### src/rtl/sfr_bus_master.sv
// ---------------------------------------------------------------------------
// sfr_bus_master
//
// Initiator side of the SFR register-file bus. Takes one access request at a
// time from CPU control and sequences it onto the SFR bus. The supported
// requests are byte read, byte write, bit read, bit write, read-modify-write
// (ANL/ORL/XRL) and bit complement. The result comes back to CPU control as a
// single-cycle response pulse.
//
// Parameters
//   RD_LATENCY          posedges from a stable sfr_addr_o to valid sfr_rdata_i
//                       (1..3)
//
// Ports
//   clock_i             system clock
//   reset_i             synchronous, active-high reset
//   req_valid_i         request present
//   req_ready_o         block can accept a request (high only when idle)
//   req_op_i            0 RD, 1 WR, 2 BRD, 3 BWR, 4 ANL, 5 ORL, 6 XRL, 7 CPLB
//   req_addr_i          SFR byte address or bit address, depending on op
//   req_data_i          write data / read-modify-write operand
//   req_bit_i           bit value for BWR
//   rsp_valid_o         one-cycle response pulse
//   rsp_data_o          read byte (RD/BRD), written byte (WR/ANL/ORL/XRL)
//   rsp_bit_o           selected bit (BRD), new bit (CPLB), written bit (BWR)
//   rsp_err_o           request rejected (address outside SFR space)
//   sfr_addr_o          address to register file
//   sfr_wdata_o         byte write data
//   sfr_bit_o           bit write data
//   sfr_write_en_o      byte write strobe
//   sfr_write_bit_en_o  bit write strobe
//   sfr_rdata_i         registered read data from register file
// ---------------------------------------------------------------------------
module sfr_bus_master #(
    parameter int RD_LATENCY = 1
) (
    input  logic       clock_i,
    input  logic       reset_i,
    input  logic       req_valid_i,
    output logic       req_ready_o,
    input  logic [2:0] req_op_i,
    input  logic [7:0] req_addr_i,
    input  logic [7:0] req_data_i,
    input  logic       req_bit_i,
    output logic       rsp_valid_o,
    output logic [7:0] rsp_data_o,
    output logic       rsp_bit_o,
    output logic       rsp_err_o,
    output logic [7:0] sfr_addr_o,
    output logic [7:0] sfr_wdata_o,
    output logic       sfr_bit_o,
    output logic       sfr_write_en_o,
    output logic       sfr_write_bit_en_o,
    input  logic [7:0] sfr_rdata_i
);

    typedef enum logic [2:0] {
        OP_RD   = 3'd0,
        OP_WR   = 3'd1,
        OP_BRD  = 3'd2,
        OP_BWR  = 3'd3,
        OP_ANL  = 3'd4,
        OP_ORL  = 3'd5,
        OP_XRL  = 3'd6,
        OP_CPLB = 3'd7
    } op_e;

    typedef enum logic [2:0] {
        S_IDLE   = 3'd0,
        S_ADDR   = 3'd1,
        S_WAIT   = 3'd2,
        S_MODIFY = 3'd3,
        S_WRITE  = 3'd4,
        S_RESP   = 3'd5
    } state_e;

    // The read phase lasts RD_LATENCY cycles. The counter is loaded with
    // RD_LATENCY-1 and read data is sampled when it reaches zero.
    localparam logic [1:0] LatReload = 2'(RD_LATENCY - 1);

    state_e     state_q;
    op_e        op_q;
    logic [7:0] addr_q;
    logic [7:0] data_q;
    logic       reqBit_q;
    logic [7:0] rdata_q;
    logic [1:0] latCnt_q;

    logic       reqReady_q;
    logic       rspValid_q;
    logic [7:0] rspData_q;
    logic       rspBit_q;
    logic       rspErr_q;
    logic [7:0] sfrAddr_q;
    logic [7:0] sfrWdata_q;
    logic       sfrBit_q;
    logic       sfrWriteEn_q;
    logic       sfrWriteBitEn_q;

    logic       accept;
    op_e        reqOp;
    logic [7:0] reqByteAddr;
    logic [7:0] newByte_d;
    logic       newBit_d;

    assign accept      = req_valid_i && reqReady_q;
    assign reqOp       = op_e'(req_op_i);
    // Bit addresses select byte {addr[7:3],000}; addr[2:0] is the bit index.
    assign reqByteAddr = {req_addr_i[7:3], 3'b000};

    // Modify-phase results are computed from the byte captured at the end of
    // the read phase and the operand captured at acceptance.
    always_comb begin
        newByte_d = rdata_q;
        unique case (op_q)
            OP_ANL:  newByte_d = rdata_q & data_q;
            OP_ORL:  newByte_d = rdata_q | data_q;
            OP_XRL:  newByte_d = rdata_q ^ data_q;
            default: newByte_d = rdata_q;
        endcase
        newBit_d = ~rdata_q[addr_q[2:0]];
    end

    // Single sequencing FSM. Every output is a register. The strobes and
    // rsp_valid default low each cycle, so each one is a pulse lasting one
    // cycle. Address and write data are left untouched so they persist
    // while the FSM is idle.
    always_ff @(posedge clock_i) begin
        if (reset_i) begin
            state_q         <= S_IDLE;
            op_q            <= OP_RD;
            addr_q          <= '0;
            data_q          <= '0;
            reqBit_q        <= 1'b0;
            rdata_q         <= '0;
            latCnt_q        <= '0;
            reqReady_q      <= 1'b1;
            rspValid_q      <= 1'b0;
            rspData_q       <= '0;
            rspBit_q        <= 1'b0;
            rspErr_q        <= 1'b0;
            sfrAddr_q       <= '0;
            sfrWdata_q      <= '0;
            sfrBit_q        <= 1'b0;
            sfrWriteEn_q    <= 1'b0;
            sfrWriteBitEn_q <= 1'b0;
        end else begin
            rspValid_q      <= 1'b0;
            sfrWriteEn_q    <= 1'b0;
            sfrWriteBitEn_q <= 1'b0;

            unique case (state_q)
                S_IDLE: begin
                    if (accept) begin
                        op_q       <= reqOp;
                        addr_q     <= req_addr_i;
                        data_q     <= req_data_i;
                        reqBit_q   <= req_bit_i;
                        reqReady_q <= 1'b0;
                        if (!req_addr_i[7]) begin
                            // Outside SFR space: reject without touching the bus.
                            state_q    <= S_RESP;
                            rspValid_q <= 1'b1;
                            rspErr_q   <= 1'b1;
                            rspData_q  <= '0;
                            rspBit_q   <= 1'b0;
                        end else begin
                            unique case (reqOp)
                                OP_WR: begin
                                    state_q      <= S_WRITE;
                                    sfrAddr_q    <= req_addr_i;
                                    sfrWdata_q   <= req_data_i;
                                    sfrWriteEn_q <= 1'b1;
                                end
                                OP_BWR: begin
                                    state_q         <= S_WRITE;
                                    sfrAddr_q       <= req_addr_i;
                                    sfrBit_q        <= req_bit_i;
                                    sfrWriteBitEn_q <= 1'b1;
                                end
                                OP_BRD, OP_CPLB: begin
                                    state_q   <= S_ADDR;
                                    sfrAddr_q <= reqByteAddr;
                                    latCnt_q  <= LatReload;
                                end
                                default: begin
                                    state_q   <= S_ADDR;
                                    sfrAddr_q <= req_addr_i;
                                    latCnt_q  <= LatReload;
                                end
                            endcase
                        end
                    end
                end

                S_ADDR, S_WAIT: begin
                    if (latCnt_q == 2'd0) begin
                        rdata_q <= sfr_rdata_i;
                        if (op_q == OP_RD || op_q == OP_BRD) begin
                            state_q    <= S_RESP;
                            rspValid_q <= 1'b1;
                            rspErr_q   <= 1'b0;
                            rspData_q  <= sfr_rdata_i;
                            rspBit_q   <= (op_q == OP_BRD) ? sfr_rdata_i[addr_q[2:0]] : 1'b0;
                        end else begin
                            state_q <= S_MODIFY;
                        end
                    end else begin
                        latCnt_q <= latCnt_q - 2'd1;
                        state_q  <= S_WAIT;
                    end
                end

                // CPLB reads the containing byte but writes through the bit
                // port. For that op alone the address switches to the full
                // bit address for its write cycle.
                S_MODIFY: begin
                    state_q <= S_WRITE;
                    if (op_q == OP_CPLB) begin
                        sfrAddr_q       <= addr_q;
                        sfrBit_q        <= newBit_d;
                        sfrWriteBitEn_q <= 1'b1;
                    end else begin
                        sfrWdata_q   <= newByte_d;
                        sfrWriteEn_q <= 1'b1;
                    end
                end

                S_WRITE: begin
                    state_q    <= S_RESP;
                    rspValid_q <= 1'b1;
                    rspErr_q   <= 1'b0;
                    unique case (op_q)
                        OP_WR: begin
                            rspData_q <= data_q;
                            rspBit_q  <= 1'b0;
                        end
                        OP_BWR: begin
                            rspData_q <= '0;
                            rspBit_q  <= reqBit_q;
                        end
                        OP_CPLB: begin
                            rspData_q <= '0;
                            rspBit_q  <= sfrBit_q;
                        end
                        default: begin
                            rspData_q <= sfrWdata_q;
                            rspBit_q  <= 1'b0;
                        end
                    endcase
                end

                S_RESP: begin
                    state_q    <= S_IDLE;
                    reqReady_q <= 1'b1;
                end

                default: begin
                    state_q    <= S_IDLE;
                    reqReady_q <= 1'b1;
                end
            endcase
        end
    end

    assign req_ready_o        = reqReady_q;
    assign rsp_valid_o        = rspValid_q;
    assign rsp_data_o         = rspData_q;
    assign rsp_bit_o          = rspBit_q;
    assign rsp_err_o          = rspErr_q;
    assign sfr_addr_o         = sfrAddr_q;
    assign sfr_wdata_o        = sfrWdata_q;
    assign sfr_bit_o          = sfrBit_q;
    assign sfr_write_en_o     = sfrWriteEn_q;
    assign sfr_write_bit_en_o = sfrWriteBitEn_q;

endmodule

### config.mk
export PLATFORM = sky130hd
export DESIGN_NAME = sfr_bus_master
export DESIGN_NICKNAME = d
export VERILOG_FILES = /design/src/rtl/sfr_bus_master.sv
export SDC_FILE = /design/constraint.sdc
export NUM_CORES = 1
export LEC_CHECK = 0
export CAP_MARGIN = 20
export CORE_ASPECT_RATIO = 2
export CORE_MARGIN = 1
export CORE_UTILIZATION = 34
export DETAILED_ROUTE_END_ITERATION = 12
export SYNTH_ARGS = -nofsm -noshare
export SYNTH_HDL_FRONTEND = slang
export SYNTH_SLANG_ARGS = --single-unit
export TNS_END_PERCENT = 50
### constraint.sdc
create_clock -name clock_i -period 2.2 [get_ports clock_i]
set_input_delay 0.66 -clock clock_i [delete_from_list [all_inputs] [get_ports clock_i]]
set_output_delay 0.66 -clock clock_i [all_outputs]
set_load 0.1 [all_outputs]
==> results of run 1 <==
## cell usage in the layout (no fill, tap or decap), types with 8 or more instances in the layout
cell type | Yosys | routed
mux2i_1 | 11 | 11
nor4b_1 | 8 | 8
buf_4 | 3 | 52
clkdlybuf4s50_1 | 0 | 29
nand2_1 | 63 | 63
dfxtp_1 | 64 | 63
a21oi_1 | 28 | 28
nor2_1 | 21 | 21
a32o_1 | 8 | 8
buf_12 | 0 | 17
clkbuf_16 | 0 | 9
o21bai_1 | 8 | 8
a21boi_0 | 8 | 8
ha_1 | 17 | 17
inv_1 | 29 | 29
a2bb2oi_1 | 11 | 11
o22a_1 | 8 | 8
a221oi_1 | 8 | 8
mux2_2 | 8 | 8
a22oi_1 | 8 | 8
## power by group through the flow
stage | clock network, W | registers, W | logic [W]
2_1_floorplan | 0 | 0.00228 | 0.000953
3_3_place_gp | 0 | 0.00161 | 0.00237
3_5_place_dp | 0 | 0.00161 | 0.00240
4_1_cts | 0.00158 | 0.00159 | 0.00241
5_1_grt | 0.00163 | 0.00161 | 0.00255
6_report | 0.00156 | 0.00159 | 0.00241
## critical path, stage by stage
cell and delay (ns):
clkdlybuf4s50_1 0.56, nand3_1 0.17, o32a_1 0.39, or4_1 0.40, a21oi_1 0.15
## per-stage QoR
stage | total power (W) | setup slack (ns)
6_report | 0.00555 | 0.134
5_1_grt | 0.00579 | 0.0430
4_1_cts | 0.00558 | 0.146
3_5_place_dp | 0.00401 | -0.192
3_3_place_gp | 0.00397 | -0.159
2_1_floorplan | 0.00323 | 0.245
## layer usage
metal	routed length, um	vias to the layer above	global-route usage, %
met1	4160	1590	22.8
met5	0	-	0
met2	6270	95	38.8
met3	439	28	4.25
li1	-	1628	-
met4	535	0	14.6
## final cells by class
class	count	share of cell area (%)
multi-input combinational	283	41.1
sequential	64	25.9
timing repair buffer	99	20.8
clock buffer	11	4.91
tap	135	3.42
inverter	29	2.20
clock inverter	5	1.62
## state kept, by name (all words and copies together) (netlist names)
name,count
data_q,8
latCnt_q,2
sfr_wdata_o,8
rsp_data_o,8
sfr_addr_o,8
rdata_q,8
reqBit_q,1
op_q,3
rsp_bit_o,1
rsp_err_o,1
sfr_bit_o,1
req_ready_o,1
state_q,3
rsp_valid_o,1
sfr_write_bit_en_o,1
addr_q,8
sfr_write_en_o,1
## synthesized netlist by cell type (all sizes together) (3+ instances only)
library cell,number
nor4b,8
clkbuf,18
o21ai,4
dfxtp,64
inv,29
a22oi,8
a311oi,7
buf,13
mux4,3
a221oi,9
a211oi,3
nor3,3
o21bai,8
a21boi,8
nand3b,3
a32o,8
o22a,8
nand2b,3
nor2,23
mux2,8
mux2i,11
a31oi,3
nand2,63
a21oi,28
nand3,4
a2bb2oi,11
ha,17
## final timing paths
path                           start                     endpoint  slack (ns)  depth (start not counted)
max                    req_addr_i[7]     latCnt_q[1]$_SDFFE_PP0P_        0.13                          5
min reg2reg   addr_q[5]$_SDFFE_PP0P_       addr_q[5]$_SDFFE_PP0P_        0.46                          2
max reg2reg  state_q[0]$_SDFFE_PP0P_  sfr_wdata_o[3]$_SDFFE_PP0P_        0.17                          4
min           addr_q[5]$_SDFFE_PP0P_       addr_q[5]$_SDFFE_PP0P_        0.46                          2
## cells by family after synthesis
family / count (synthesis) / synth area share, %
compound gates: 115 / 24.6
xor+xnor: 2 / 0.490
buf+inv: 60 / 7.28
fa+ha+maj: 18 / 6.23
flops: 64 / 35.8
mux: 22 / 7.49
simple gates: 126 / 18.1
==> results.json, run 1 <==
{
  "yosys_warnings": 0,
  "die_width_um": 74.5,
  "synth_nets": 455,
  "syn_to_final_growth_pct": 38.3,
  "grt_usage_pct": 22.1,
  "cts_root_buffer": "clkbuf_16",
  "cts_sinks": 64,
  "vdd_ir_drop_max_uv": 485,
  "finalSetupViolCount": 0,
  "ys_types": 62,
  "power_switching_w": 0.00230,
  "yosysTopAreaCell": "dfxtp_1",
  "grt_pass1_wl_um": 17700,
  "clock_skew_ns": 0.0122,
  "synthTopCellsByArea": "dfxtp_1 (36%), nand2_1 (6.6%), ha_1 (6.0%), a21oi_1 (3.9%), mux2i_1 (3.1%)",
  "synthFlopType": "dfxtp_1",
  "min_period_ns": 2.07,
  "drv_cap": 0,
  "final_area_um2": 4940,
  "whs_ns": 0.459,
  "fmax_mhz": 484,
  "placedCellCount": 610,
  "place_area_um2": 4620,
  "worst_setup_path_end_kind": "register",
  "drcViolationCount": 0,
  "globalplace.congestion": 0.853,
  "intPower_w": 0.00325,
  "wl_per_cell_um": 18.2,
  "netlist_area_um2": 3570,
  "clockBufferDepth": 2,
  "rows": 52,
  "synthArstFlopShare_pct": 0,
  "seqPwrFrac_pct": 28.6,
  "rsz0062_at_grt": "false",
  "relSlewSlack_pct": 62.1,
  "synth_top_area_share_pct": 35.8,
  "ios": 62,
  "grt_pass1_vias": 3432,
  "avgSynthCellArea_um2": 8.78,
  "antenna_cells": 0,
  "antenna_found_initial": 0,
  "crit_arrival_ns": 2.33,
  "dieHeight_um": 147,
  "powerDensity_nw_per_um2": 1120,
  "cts_buffers": 9,
  "fin_tns_setup_ns": 0,
  "dr.pass1.iters": 4,
  "combPwrFrac_pct": 43.4,
  "min_path_type": "reg -> reg",
  "h-tree-depth": 3,
  "p_leak_nw": 1.98,
  "drtAntennaViolNets": 0,
  "die-area_um2": 11000,
  "cts.clk_slew.worst_paths_ns": 0.06,
  "overflow": 0,
  "register_area_um2": 1280,
  "seq_area_frac_synth_pct": 35.8,
  "crit_fanout": 4,
  "drive_above_1_share_pct": 22.4,
  "drt_wl_total_um": 11400,
  "multi_input_area_um2": 2030,
  "status": "finished clean",
  "nFillCells": 1016,
  "cp.required_ns": 2.47,
  "cts_tree": "built",
  "port_buffers": 61,
  "fp.coreArea_um2": 10100,
  "hold_buffers": 0,
  "dpl.hpwl_um": 8370,
  "path_class": "in -> reg",
  "post_cts_buffers": 0,
  "vias": 3341,
  "syn_inst": 407,
  "drt_iter0_drc": 188,
  "nNetsFinal": 534,
  "drv_slew": 0,
  "utilization_pct": 48.7,
  "cts_resized": 0,
  "cp-start-kind": "primary input",
  "p_sw_share_pct": 41.4,
  "clk_latency_ns": 0.34,
  "final-hold-violation-count": 0,
  "start_util_pct": 35.2,
  "worst_slew_pin_slew_ns": 0.568,
  "routed_via_density": 5.34,
  "ys_seq_elements": 64,
  "grt_start_max_net_pins": 31,
  "synth_edf_count": 0,
  "fin_cells": 626,
  "clkPwrFrac_pct": 28.0,
  "period_share_pct": 93.9
}
No activity file was read; power rests on OpenSTA's default activity.
==> run 2: changes to the inputs <==
--- a/config.mk
+++ b/config.mk
@@ -10,6 +10,7 @@
 export CORE_MARGIN = 1
 export CORE_UTILIZATION = 34
 export DETAILED_ROUTE_END_ITERATION = 12
+export PLACE_DENSITY_LB_ADDON = 0.25
 export SYNTH_ARGS = -nofsm -noshare
 export SYNTH_HDL_FRONTEND = slang
 export SYNTH_SLANG_ARGS = --single-unit
==> results.json, run 2 (synthesized netlist as in run 1, its figures left out) <==
{
  "status": "finished clean",
  "grt_pass1_wl_um": 18200,
  "reg2reg_setup_slack_ns": 0.18,
  "cts_tree": "built",
  "powerDensity_nw_per_um2": 1130,
  "relSlewSlack_pct": 54.8,
  "hp-start": "addr_q[5]$_SDFFE_PP0P_",
  "reg2reg_from": "op_q[1]$_SDFFE_PP0P_",
  "period_share_pct": 92.4,
  "rows": 52,
  "drv_cap": 0,
  "cts_buffers": 9,
  "crit_fanout": 4,
  "drcViolationCount": 0,
  "routed_via_density": 5.40,
  "cp.required_ns": 2.48,
  "antenna_found_initial": 0,
  "die_width_um": 74.5,
  "cp-start-kind": "primary input",
  "globalplace.congestion": 0.884,
  "hold_buffers": 0,
  "rr_endpoint": "sfr_wdata_o[3]$_SDFFE_PP0P_",
  "nNetsFinal": 534,
  "final_cell_mix": "nand2_1 (63), dfxtp_1 (63), buf_4 (53)",
  "cts_sinks": 64,
  "drt_wl_total_um": 11400,
  "die-area_um2": 11000,
  "worst_setup_path_end_kind": "register",
  "drt_iter0_drc": 176,
  "dieHeight_um": 147,
  "antenna_cells": 0,
  "finalSetupViolCount": 0,
  "drtAntennaViolNets": 0,
  "place_ws_ns": -0.180,
  "h-tree-depth": 3,
  "rsz0062_at_grt": "false",
  "path_class": "in -> reg",
  "holdPathEnd": "addr_q[5]$_SDFFE_PP0P_",
  "worst_slew_pin_slew_ns": 0.677,
  "drive_above_1_share_pct": 22.6,
  "syn_to_final_growth_pct": 37.9,
  "fmax_mhz": 492,
  "wl_per_cell_um": 18.2,
  "final-hold-violation-count": 0,
  "dr.pass1.iters": 4,
  "ios": 62,
  "drv_slew": 0,
  "whs_ns": 0.454,
  "min_path_type": "reg -> reg",
  "worst_slack_ns": 0.166,
  "port_buffers": 61,
  "crit_arrival_ns": 2.31,
  "clk_latency_ns": 0.35,
  "cts_resized": 0,
  "grt_start_max_net_pins": 34,
  "cts_root_buffer": "clkbuf_16",
  "clock_skew_ns": 0.00801,
  "start_util_pct": 35.2,
  "p_leak_nw": 1.98,
  "vias": 3380,
  "vdd_ir_drop_max_uv": 464,
  "min_path_cells": 2,
  "r2r_cells": 5,
  "clockBufferDepth": 2,
  "min_period_ns": 2.03,
  "dpl.hpwl_um": 8620,
  "overflow": 0,
  "cts.clk_slew.worst_paths_ns": 0.06,
  "grt_usage_pct": 22.8,
  "grt_pass1_vias": 3616,
  "fp.coreArea_um2": 10100,
  "post_cts_buffers": 0
}
[run 2: changes by cell type in the layout (fill, tap and decap cells not counted)]
cell / change
clkinvlp_4: -2
clkbuf_8: -1
clkbuf_1: -1
buf_12: -1
clkinv_2: +1
clkinv_4: +3
buf_4: +1
[run 2: stage by stage]
step	instances	setup TNS (ns)	cell area [um^2]	power, W	utilization, %
3_3_place_gp	610	-2.54	4610	0.00402	45.4
2_1_floorplan	407	0	3580	0.00323	-
3_5_place_dp	610	-2.81	4610	0.00405	45.4
6_report	626	0	4930	0.00557	48.6
4_1_cts	626	0	4930	0.00561	48.6
5_1_grt	626	0	4930	0.00583	48.6
[run 2: worst max-delay path: stages]
cell	delay [ns]
clkdlybuf4s50_1	0.55
nand3_1	0.16
o32a_1	0.39
or4_1	0.40
a21oi_1	0.15
[run 2: layout make-up]
| cell class | count | area (um^2) |
|---|---|---|
| Timing Repair Buffer | 99 | 1010 |
| Clock inverter | 7 | 96.3 |
| Fill cell | 999 | 5220 |
| Clock buffer | 9 | 225 |
| Sequential cell | 64 | 1280 |
| Inverter | 29 | 109 |
| Multi-Input combinational cell | 283 | 2030 |
| Tap cell | 135 | 169 |
[run 2: where the power goes]
group | leakage (nW) | total (W) | internal [W] | switching, W
logic | 1.30 | 0.00243 | 0.000896 | 0.00153
clock network | 0.159 | 0.00155 | 0.000992 | 0.000554
registers | 0.523 | 0.00159 | 0.00137 | 0.000228
[run 2: worst max path at each step]
stage / from / endpoint / slack (ns)
6_report: req_addr_i[7] / latCnt_q[1]$_SDFFE_PP0P_ / 0.17
4_1_cts: req_addr_i[7] / latCnt_q[1]$_SDFFE_PP0P_ / 0.17
2_1_floorplan: req_ready_o$_SDFFE_PP1P_ / latCnt_q[1]$_SDFFE_PP0P_ / 0.25
3_5_place_dp: req_addr_i[7] / latCnt_q[1]$_SDFFE_PP0P_ / -0.18
3_3_place_gp: req_addr_i[7] / latCnt_q[1]$_SDFFE_PP0P_ / -0.15
5_1_grt: req_addr_i[7] / rsp_data_o[1]$_SDFFE_PP0P_ / 0.05
[run 2: per-layer routing]
metal | global-route usage [%] | part of all wire, % | vias up
li1 | - | - | 1630
met1 | 22.3 | 34 | 1629
met2 | 41.4 | 57 | 86
met3 | 2.40 | 3.3 | 35
met4 | 17.3 | 5.8 | 0
met5 | 0 | 0 | -
==> run 3: changes to the inputs <==
--- a/config.mk
+++ b/config.mk
@@ -5,10 +5,10 @@
 export SDC_FILE = /design/constraint.sdc
 export NUM_CORES = 1
 export LEC_CHECK = 0
-export CAP_MARGIN = 20
 export CORE_ASPECT_RATIO = 2
-export CORE_MARGIN = 1
+export CORE_MARGIN = 4
 export CORE_UTILIZATION = 34
+export CTS_CLUSTER_SIZE = 16
 export DETAILED_ROUTE_END_ITERATION = 12
 export PLACE_DENSITY_LB_ADDON = 0.25
 export SYNTH_ARGS = -nofsm -noshare
==> results.json, run 3 (synthesized netlist as in run 1, its figures left out) <==
{
  "port_buffers": 61,
  "fmax_mhz": 484,
  "rows": 52,
  "cp.required_ns": 2.42,
  "final_area_um2": 4930,
  "relSlewSlack_pct": 62.9,
  "cts_buffers": 9,
  "cp-start-kind": "register",
  "period_share_pct": 93.9,
  "nNetsFinal": 533,
  "overflow": 0,
  "clock_skew_ns": 0.00328,
  "drive_above_1_share_pct": 22.0,
  "reg2reg_from": "state_q[1]$_SDFFE_PP0P_",
  "cts_root_buffer": "clkbuf_16",
  "worst_setup_path_end_kind": "register",
  "clockBufferDepth": 2,
  "status": "finished clean",
  "finalSetupViolCount": 0,
  "drt_iter0_drc": 159,
  "drt_wl_total_um": 11100,
  "total_power_w": 0.00551,
  "final-hold-violation-count": 0,
  "dr.pass1.iters": 5,
  "start_util_pct": 35.0,
  "routed_via_density": 5.29,
  "drv_slew": 0,
  "rsz0062_at_grt": "false",
  "wl_per_cell_um": 17.8,
  "die-area_um2": 12300,
  "powerDensity_nw_per_um2": 1120,
  "grt_start_max_net_pins": 34,
  "final_cell_mix": "nand2_1 (63), dfxtp_1 (63), buf_4 (51)",
  "crit_arrival_ns": 2.28,
  "cts.clk_slew.worst_paths_ns": 0.05,
  "min_period_ns": 2.07,
  "drtAntennaViolNets": 0,
  "p_leak_nw": 1.97,
  "antenna_cells": 0,
  "cts_tree": "built",
  "dieHeight_um": 153,
  "crit_fanout": 13,
  "grt_pass1_vias": 3373,
  "dpl.hpwl_um": 8460,
  "die_width_um": 80.5,
  "grt_usage_pct": 19.0,
  "min_path_type": "reg -> reg",
  "post_cts_buffers": 0,
  "path_class": "reg -> reg",
  "antenna_found_initial": 0,
  "clk_latency_ns": 0.33,
  "globalplace.congestion": 0.819,
  "drv_cap": 0,
  "timing.critical_path.from": "state_q[1]$_SDFFE_PP0P_",
  "h-tree-depth": 3,
  "vias": 3309,
  "cts_sinks": 64,
  "worst_slew_pin_slew_ns": 0.556,
  "drcViolationCount": 0,
  "vdd_ir_drop_max_uv": 470,
  "ios": 62,
  "fp.coreArea_um2": 10200,
  "grt_pass1_wl_um": 17700,
  "syn_to_final_growth_pct": 37.9,
  "place_area_um2": 4610,
  "hp-start": "addr_q[4]$_SDFFE_PP0P_"
}
-- run 3: cell count changes in the layout (fill, tap and decap cells not counted), sizes merged --
cell,delta
clkbuf,+4
clkinv,-4
buf,-1
-- run 3: path summary, 6_finish.rpt --
path                                                     to  slack, ns  cells after the start
worst max-delay path            sfr_wdata_o[4]$_SDFFE_PP0P_       0.13                      4
worst min register to register       addr_q[4]$_SDFFE_PP0P_       0.46                      2
worst min-delay path                 addr_q[4]$_SDFFE_PP0P_       0.46                      2
worst max register to register  sfr_wdata_o[4]$_SDFFE_PP0P_       0.13                      4
-- run 3: critical path: stages (launching register included) --
cell	delay [ns]
dfxtp_1	0.66
and3b_1	0.45
nand2_1	0.30
o22a_1	0.28
a32o_1	0.25
-- run 3: metal layers --
metal	share of wire, %	global-route usage [%]
met5	0	0
met4	3.6	9.43
met1	36	19.6
met3	3.1	3.24
met2	57	35.3
-- run 3: area by class of cell --
class,count,area (um^2)
fillers,1005,5290
well taps,135,169
inverters,29,109
clock buffers,13,250
multi-input cells,283,2030
clock inverters,3,65.1
repair buffers,98,1020
flip-flops and latches,64,1280
-- run 3: metrics by stage --
| step | hold slack [ns] | util, % | setup TNS [ns] | cells | setup slack [ns] |
|---|---|---|---|---|---|
| 2_1_floorplan | 0.436 | - | 0 | 407 | 0.245 |
| 3_3_place_gp | 0.444 | 45.1 | -1.99 | 609 | -0.145 |
| 3_5_place_dp | 0.449 | 45.1 | -2.34 | 609 | -0.157 |
| 4_1_cts | 0.457 | 48.2 | 0 | 625 | 0.174 |
| 5_1_grt | 0.472 | 48.2 | 0 | 625 | 0.0277 |
| 6_report | 0.456 | 48.2 | 0 | 625 | 0.135 |
-- run 3: what timing repair did --
action,in CTS,in global routing
resized for setup,0,1
endpoints found under the setup margin,0,1
hold buffers,0,0
-- run 3: where the power goes --
group / switching, W / total (W) / leakage (nW) / internal, W
Sequential: 0.000244 / 0.00161 / 0.523 / 0.00137
Combinational: 0.00150 / 0.00238 / 1.30 / 0.000875
Clock: 0.000499 / 0.00152 / 0.154 / 0.00102
Total: 0.00224 / 0.00551 / 1.97 / 0.00326
